## config.mk

```make
export PLATFORM = sky130hd
export DESIGN_NAME = router_ingress_ctrl
export DESIGN_NICKNAME = d
export VERILOG_FILES = /design/src/rtl/router_ingress_ctrl.sv
export SDC_FILE = /design/constraint.sdc
export NUM_CORES = 1
export LEC_CHECK = 0
export ABC_AREA = 1
export BUFFER_PORTS_ARGS = -buffer_cell sky130_fd_sc_hd__buf_2
export CAP_MARGIN = 20
export CORE_MARGIN = 1.5
export CORE_UTILIZATION = 52
export DETAILED_ROUTE_END_ITERATION = 16
export PLACE_DENSITY = 0.76
export SLEW_MARGIN = 20
export SYNTH_ARGS = -nofsm -noshare
export SYNTH_HDL_FRONTEND = slang
export SYNTH_SLANG_ARGS = --single-unit
```

## constraint.sdc

```tcl
create_clock -name clk -period 1.2 [get_ports clk]
set_input_delay 0.18 -clock clk [delete_from_list [all_inputs] [get_ports clk]]
set_output_delay 0.18 -clock clk [all_outputs]
set_load 0.005 [all_outputs]
```

## src/rtl/router_ingress_ctrl.sv

```systemverilog
// rtl/router_ingress_ctrl.sv - 1x3 router ingress sequencer: header decode, FIFO steering, parity check, timeouts
module router_ingress_ctrl #(
    parameter int TIMEOUT = 30,
    parameter int CNT_W   = 5
) (
    input  logic       clk,
    input  logic       rst,
    input  logic       pkt_valid,
    input  logic [7:0] data_in,
    input  logic [2:0] fifo_full,
    input  logic [2:0] fifo_empty,
    input  logic [2:0] read_enb,
    output logic       busy,
    output logic [2:0] we_enb,
    output logic [7:0] fifo_din,
    output logic       lfd_state,
    output logic [2:0] vld_out,
    output logic [2:0] soft_reset,
    output logic       err
);

    typedef enum logic [2:0] {
        DECODE, WAIT_EMPTY, LOAD_FIRST, LOAD_DATA, FIFO_FULL, CHECK_PARITY, DROP
    } state_t;

    state_t           state, state_nxt;
    logic [7:0]       hdr, par, rx_par;
    logic [1:0]       dest;
    logic [CNT_W-1:0] cnt [3];

    logic       latch_hdr, par_acc, cap_rx, clr_par, do_check;
    logic [2:0] we_nxt, dest_oh;
    logic [7:0] din_nxt;
    logic       full_dest, empty_dest, sr_dest;
    logic [3:0] full4, empty4, sr4;

    assign vld_out = ~fifo_empty;

    // Address 3 has no FIFO; padding to 4 bits keeps every dest lookup in range.
    assign full4      = {1'b0, fifo_full};
    assign empty4     = {1'b0, fifo_empty};
    assign sr4        = {1'b0, soft_reset};
    assign full_dest  = full4[dest];
    assign empty_dest = empty4[dest];
    assign sr_dest    = sr4[dest];
    assign dest_oh    = (dest == 2'd0) ? 3'b001 :
                        (dest == 2'd1) ? 3'b010 :
                        (dest == 2'd2) ? 3'b100 : 3'b000;

    always_comb begin
        state_nxt = state;
        busy      = 1'b0;
        lfd_state = 1'b0;
        we_nxt    = 3'b000;
        din_nxt   = 8'h00;
        latch_hdr = 1'b0;
        par_acc   = 1'b0;
        cap_rx    = 1'b0;
        clr_par   = 1'b0;
        do_check  = 1'b0;
        case (state)
            DECODE: begin
                if (pkt_valid) begin
                    latch_hdr = 1'b1;
                    if (data_in[1:0] == 2'd3)      state_nxt = DROP;
                    else if (empty4[data_in[1:0]]) state_nxt = LOAD_FIRST;
                    else                           state_nxt = WAIT_EMPTY;
                end
            end
            WAIT_EMPTY: begin
                busy = 1'b1;
                if (sr_dest) begin
                    clr_par   = 1'b1;
                    state_nxt = DROP;
                end else if (empty_dest) begin
                    state_nxt = LOAD_FIRST;
                end
            end
            LOAD_FIRST: begin
                busy      = 1'b1;
                lfd_state = 1'b1;
                if (sr_dest) begin
                    clr_par   = 1'b1;
                    state_nxt = DROP;
                end else begin
                    we_nxt    = dest_oh;
                    din_nxt   = hdr;
                    state_nxt = LOAD_DATA;
                end
            end
            LOAD_DATA: begin
                busy = full_dest;
                if (sr_dest) begin
                    clr_par   = 1'b1;
                    state_nxt = DROP;
                end else if (full_dest) begin
                    state_nxt = FIFO_FULL;
                end else begin
                    we_nxt  = dest_oh;
                    din_nxt = data_in;
                    if (pkt_valid) begin
                        par_acc = 1'b1;
                    end else begin
                        cap_rx    = 1'b1;
                        state_nxt = CHECK_PARITY;
                    end
                end
            end
            FIFO_FULL: begin
                busy = 1'b1;
                if (sr_dest) begin
                    clr_par   = 1'b1;
                    state_nxt = DROP;
                end else if (!full_dest) begin
                    state_nxt = LOAD_DATA;
                end
            end
            CHECK_PARITY: begin
                busy = 1'b1;
                if (sr_dest) begin
                    clr_par   = 1'b1;
                    state_nxt = DROP;
                end else begin
                    do_check  = 1'b1;
                    state_nxt = DECODE;
                end
            end
            DROP: begin
                if (!pkt_valid) state_nxt = DECODE;
            end
            default: state_nxt = DECODE;
        endcase
        if (rst) begin
            busy      = 1'b0;
            lfd_state = 1'b0;
        end
    end

    always_ff @(posedge clk) begin
        if (rst) begin
            state    <= DECODE;
            hdr      <= 8'h00;
            par      <= 8'h00;
            rx_par   <= 8'h00;
            dest     <= 2'd0;
            err      <= 1'b0;
            we_enb   <= 3'b000;
            fifo_din <= 8'h00;
        end else begin
            state    <= state_nxt;
            we_enb   <= we_nxt;
            fifo_din <= din_nxt;
            if (latch_hdr) begin
                hdr  <= data_in;
                dest <= data_in[1:0];
                err  <= 1'b0;
            end
            if (latch_hdr)    par <= data_in;
            else if (clr_par) par <= 8'h00;
            else if (par_acc) par <= par ^ data_in;
            if (cap_rx)   rx_par <= data_in;
            if (do_check) err    <= (par != rx_par);
        end
    end

    // A destination holding unread data for TIMEOUT straight cycles gets a one-cycle soft reset.
    always_ff @(posedge clk) begin
        for (int i = 0; i < 3; i++) begin
            if (rst) begin
                cnt[i]        <= '0;
                soft_reset[i] <= 1'b0;
            end else if (vld_out[i] && !read_enb[i]) begin
                if (cnt[i] == CNT_W'(TIMEOUT - 1)) begin
                    cnt[i]        <= '0;
                    soft_reset[i] <= 1'b1;
                end else begin
                    cnt[i]        <= cnt[i] + CNT_W'(1);
                    soft_reset[i] <= 1'b0;
                end
            end else begin
                cnt[i]        <= '0;
                soft_reset[i] <= 1'b0;
            end
        end
    end

endmodule

```

==> results.yml, run 1 <==
drt:
  wl_per_cell_microns: 20.28
  dr_total_vias: 3725
  wirelength_microns: 12270
  first_iter_violations: 527
  drc: 0
  via_per_inst: 6.157
  first_pass_iters: 7
  antenna_left: 0
min_path:
  hold_end: "soft_reset[0]"
  whs_path_depth: 2
  hold_path.class: "in -> reg"
  hold_path_startpoint: "read_enb[0]"
global_routing:
  grt_max_degree: 18
  grt_pass1_wl_microns: 14300
  grt_pass1_vias: 3138
  grt_antenna_before_repair: 0
  grt_overflow: 0
  track_usage_pct: 30.24
clock_network:
  cts_tree: "yes"
  root_buffer: "clkbuf_8"
  max-clock-path-buffers: 2
  numCtsBuffers: 9
  clk_pin_slew_ps: 70
  htree_levels: 3
  clkLatencyLatePin_ps: 370
  cts_sinks: 57
timing:
  finalCriticalPeriod_ps: 1681
  max_freq_mhz: 595.0
  tightest_slew_ps: 618.5
  hold_viol_final: 1
  period_share_pct: 140.1
  final.setup_skew_ps: 12.79
  whs_ps: -11.46
  worst_slack_ps: -480.7
  setup_violations: 53
  rsz0062_at_grt: "true"
  slew_viol_final: 0
  slew_headroom_pct: 58.72
pwr:
  power_frac_comb_pct: 50.3
  p_per_area_nw_per_um2: 1980
  power.internal_mw: 5.447
  p_leak_nw: 2.070
  power.share.clock_pct: 21.1
  swShare_pct: 42.74
  power.switching_mw: 4.066
  ir_drop_mv: 1.553
  seqPwrFrac_pct: 28.7
worst_setup_path:
  rrSetupSlack_ps: -480
  cp-start-kind: "flop"
  path_max_fanout: 5
  timing.rr.end: "state[1]"
  path_class: "reg -> reg"
  cp.required_ps: 1500
  timing.rr.start: "hdr[0]"
  crit_path_end_kind: "flop"
  critPathArrivalTime_ps: 1980
  r2r_cells: 10
die:
  die_height_microns: 78.63
  die-width_microns: 78.63
  rows: 27
  initial_core_util_pct: 54.01
  core_area_sq_um: 5507
  die-area_sq_um: 6182
  io_pins: 40
logic_synthesis:
  synth-seq-area-share_pct: 43.42
  synth_common_cells: "nand2_1 (81), nor2_1 (54), dfxtp_1 (42), nand3_1 (42), inv_1 (37)"
  synth_seq_cells: 57
  yosysTopAreaCell: "dfxtp_1"
  synth_area_per_cell_sq_um: 7.435
  syn_inst: 400
  synth_edf_count: 15
  synthArstFlopShare_pct: 0
  syn_area_sq_um: 2974
  synth_area_leaders: "dfxtp_1 (28%), edfxtp_1 (15%), nand2_1 (10%)"
  synth-main-ff-cell: "dfxtp_1"
  ys_types: 33
  synth_most_common_cell: "nand2_1"
  synth_top_cell_area_share_pct: 28.27
  yosysWarnings: 0
final_layout:
  syn_to_final_growth_pct: 61.55
  drive_above_1_share_pct: 49.72
  fin_nets: 554
  antenna_cells: 0
  stdcell_area_sq_um: 4805
job:
  maxCapViolCount: 0
status:
  violations: "hold timing, setup timing"
  status: "complete, but fails checks"
placement:
  gp_congestion: 0.9201
  port_buffers: 39
  post-place-ws_ps: -249.4
  dp_hpwl_microns: 5321
  dpl-instance-area_sq_um: 3654
logic make-up after synthesis:
logic type / count (synthesis) / synth area share (%)
xor+xnor: 12 / 3.534
simple gates: 212 / 32.35
compound gates: 56 / 10.06
fa+ha+maj: 6 / 2.524
other cells: 1 / 0.1261
buf+inv: 56 / 7.993
flops: 57 / 43.42
cell usage in the layout, fill, tap and decap left out, types with 3 or more instances in the layout:
master    netlist  final
buf_6           3     24
o21ai_1         0     11
nand4_1         9      9
clkbuf_8        0      9
nand3_2         5     13
conb_1          1     15
nand3_4         0      9
xnor2_1        10      9
nand3_1        42     25
nand2_4         1     11
nand2_1        81     46
o22ai_1         8      3
nor2_4          1     15
buf_2           4     39
nor2_2          4     11
o21ai_2         0      5
inv_1          37     35
ha_2            0      5
edfxtp_1       15     15
clkinv_2        0      3
nor2_1         54     33
a21oi_1        25     16
clkinv_4        0      3
nor3_1          4      4
inv_4           0      5
o21ai_0        20      4
nand2_2         3     25
a21oi_2         0      9
buf_4           0     45
dfxtp_4         0      4
o22ai_2         0      5
nand2_8         0      3
dfxtp_1        42     37
worst max-delay path, stage by stage, from the launching register on:
cell     delay [ps]
dfxtp_4         390
nor2_4          140
nand2_2          90
nand3_4         130
buf_6           150
nand2_1          90
o21ai_1         100
nand2_1         130
nand3_1         150
nand2_1         100
nor2_1          130
power by group through the flow:
stage	clock network, mW	registers (mW)	logic [mW]
2_1_floorplan	0	2.54	1.89
3_3_place_gp	0	2.60	2.76
3_5_place_dp	0	2.62	2.79
4_1_cts	1.96	2.62	3.40
5_1_grt	2.09	2.74	5.05
6_report	2.00	2.73	4.78
worst max path at each step:
stage / start / end / slack [ps] / cells after the start
detailed placement: hdr[0] / we_enb[1] / -250 / 10
global placement: hdr[0] / fifo_din[0] / -210 / 10
finish: hdr[0] / state[1] / -480 / 10
global route: hdr[0] / state[1] / -620 / 10
floorplan: state[0] / par[3] / -90 / 11
CTS: state[0] / busy / -330 / 5
registers in the layout (all words and copies together) (netlist names), 3 cells and up:
register / flops
we_enb: 3
rx_par: 8
state: 3
fifo_din: 8
par: 8
soft_reset: 3
hdr: 8
cnt: 15
layout make-up:
cell class / count / area, sq um
flip-flops and latches: 57 / 1308
well taps: 72 / 90.09
clock buffers: 10 / 148.9
repair inverters: 2 / 11.26
multi-input cells: 301 / 2115
fillers: 244 / 701.9
inverters: 45 / 201.4
clock inverters: 6 / 65.06
repair buffers: 112 / 865.8
stage by stage:
step	utilization (%)	cells	power [mW]	TNS, ps
after floorplan	-	414	4.437	-1534
after global placement	66.35	551	5.361	-4975
after detailed placement	66.35	551	5.410	-6718
after CTS	76.66	588	7.975	-8476
after global routing	87.25	605	9.875	-19440
final	87.25	605	9.514	-16370
layer usage:
metal  track usage (%)  wire length (microns)
met4             12.86                   1040
met5                 0                      0
met3             9.651                   1227
met2             52.33                   5712
met1             33.99                   4288
what timing repair did:
action,in CTS,in global routing
setup endpoints to repair,49,58
cloned,3,2
pin swaps,20,45
gates resized for setup,58,125
setup buffers,17,17
hold buffers,1,0
endpoints found under the hold margin,1,0
Power figures use the tool's default switching activity.
==> run 2: changes to the inputs <==
Settings changed: SKIP_CTS_REPAIR_TIMING from default to 1.
==> results.yml, run 2 (synthesis results as in run 1) <==
status:
  status: "complete, but fails checks"
  violations: "setup timing"
final_layout:
  drive_above_1_share_pct: 43.38
  antenna_cells: 0
  final_cell_count_no_fill: 593
  final_common_cell: "nand2_1"
  largest_register_ffs: 15
  final_util_pct: 81.50
  top_register: "cnt"
  fin_nets: 542
  most-common-layout-cells: "nand2_1 (61), buf_4 (49), buf_2 (39), dfxtp_1 (37), nor2_1 (36)"
  syn_to_final_growth_pct: 50.90
  fill_cells: 318
timing:
  period_share_pct: 134.8
  finalCriticalPeriod_ps: 1617
  slew_viol_final: 0
  max_freq_mhz: 618.3
  worst_slack_ps: -417.2
  final.setup_skew_ps: 7.891
  setup_violations: 52
  tightest_slew_ps: 559.8
  slew_headroom_pct: 62.64
  whs_ps: 7.505
  hold_viol_final: 0
  rsz0062_at_grt: "true"
worst_setup_path:
  timing.rr.end: "fifo_din[6]"
  critPathArrivalTime_ps: 1440
  cp.required_ps: 1020
  crit_path_end_kind: "output pin"
  rrSetupSlack_ps: -410
  path_class: "reg -> out"
  path_max_fanout: 5
  timing.rr.start: "hdr[0]"
  r2r_cells: 10
  cp-start-kind: "flop"
die:
  die-area_sq_um: 6182
  initial_core_util_pct: 54.01
  die-width_microns: 78.63
  io_pins: 40
  die_height_microns: 78.63
  core_area_sq_um: 5507
  rows: 27
global_routing:
  grt_overflow: 0
  track_usage_pct: 25.58
  grt_antenna_before_repair: 0
  grt_pass1_vias: 2775
  grt_max_degree: 18
  grt_pass1_wl_microns: 12190
drt:
  wl_per_cell_microns: 15.30
  via_per_inst: 5.506
  first_iter_violations: 343
  wl_met3_microns: 686
  wirelength_microns: 9073
  first_pass_iters: 6
  met2WireLength_microns: 4470
  drc: 0
  antenna_left: 0
  top_layer: "met4"
  dr_total_vias: 3265
  wl_met1_microns: 3687
min_path:
  hold_path.class: "in -> reg"
  hold_end: "soft_reset[2]"
  hold_path_startpoint: "read_enb[2]"
  whs_path_depth: 2
pwr:
  p_leak_nw: 1.957
  ir_drop_mv: 1.175
  p_per_area_nw_per_um2: 1878
clock_network:
  max-clock-path-buffers: 2
  htree_levels: 3
  cts_sinks: 57
  cts_tree: "yes"
  clkLatencyLatePin_ps: 350
  root_buffer: "clkbuf_8"
  numCtsBuffers: 9
  clk_pin_slew_ps: 70
placement:
  gp_congestion: 0.9201
  port_buffers: 39
  dp_hpwl_microns: 5321
  dp.cells: 551
job:
  maxCapViolCount: 0
## run 2: report_power, final
group,leakage [nW],switching (mW),total [mW],internal [mW]
registers,0.500,0.377,2.68,2.30
logic,1.35,2.10,3.82,1.71
clock network,0.107,0.850,1.93,1.08
total,1.96,3.33,8.43,5.10
## run 2: worst max-delay path, stage by stage, from the launching register on
cell      delay [ps]
dfxtp_2          340
inv_4            100
nand3_4          100
clkinv_2          70
buf_4            120
nand2_2           50
a41oi_2          160
buf_2            140
## run 2: worst max-delay path by stage
stage	start	to	slack, ps	depth (start not counted)
after floorplan	state[0]	par[3]	-90	11
after global placement	hdr[0]	fifo_din[0]	-210	10
after detailed placement	hdr[0]	we_enb[1]	-250	10
after CTS	hdr[0]	busy	-570	6
after global routing	hdr[0]	we_enb[2]	-510	9
final	state[2]	busy	-420	7
## run 2: per-layer routing
| layer | track usage (%) | up-vias |
|---|---|---|
| li1 | - | 1539 |
| met1 | 30.32 | 1526 |
| met2 | 44.48 | 167 |
| met3 | 5.814 | 33 |
| met4 | 10.18 | 0 |
| met5 | 0 | - |
## run 2: layout make-up
cell class,instances,area (sq um),share of cell area (%)
inverter,45,195.2,4.349
multi-input combinational,301,1942,43.27
clock buffer,10,148.9,3.318
sequential,57,1308,29.13
clock inverter,6,65.06,1.450
tap,72,90.09,2.007
timing repair buffer,100,728.2,16.23
timing repair inverter,2,11.26,0.2509
## run 2: through the flow
step                      area [sq um]  setup TNS [ps]  power, mW  worst slack (ps)
after floorplan                   3137           -1534      4.437            -90.35
after global placement            3654           -4975      5.361            -206.8
after detailed placement          3654           -6718      5.410            -249.4
after CTS                         3867           -8115      7.355            -567.8
after global routing              4488          -15700      8.876            -514.7
final                             4488          -11790      8.428            -417.2
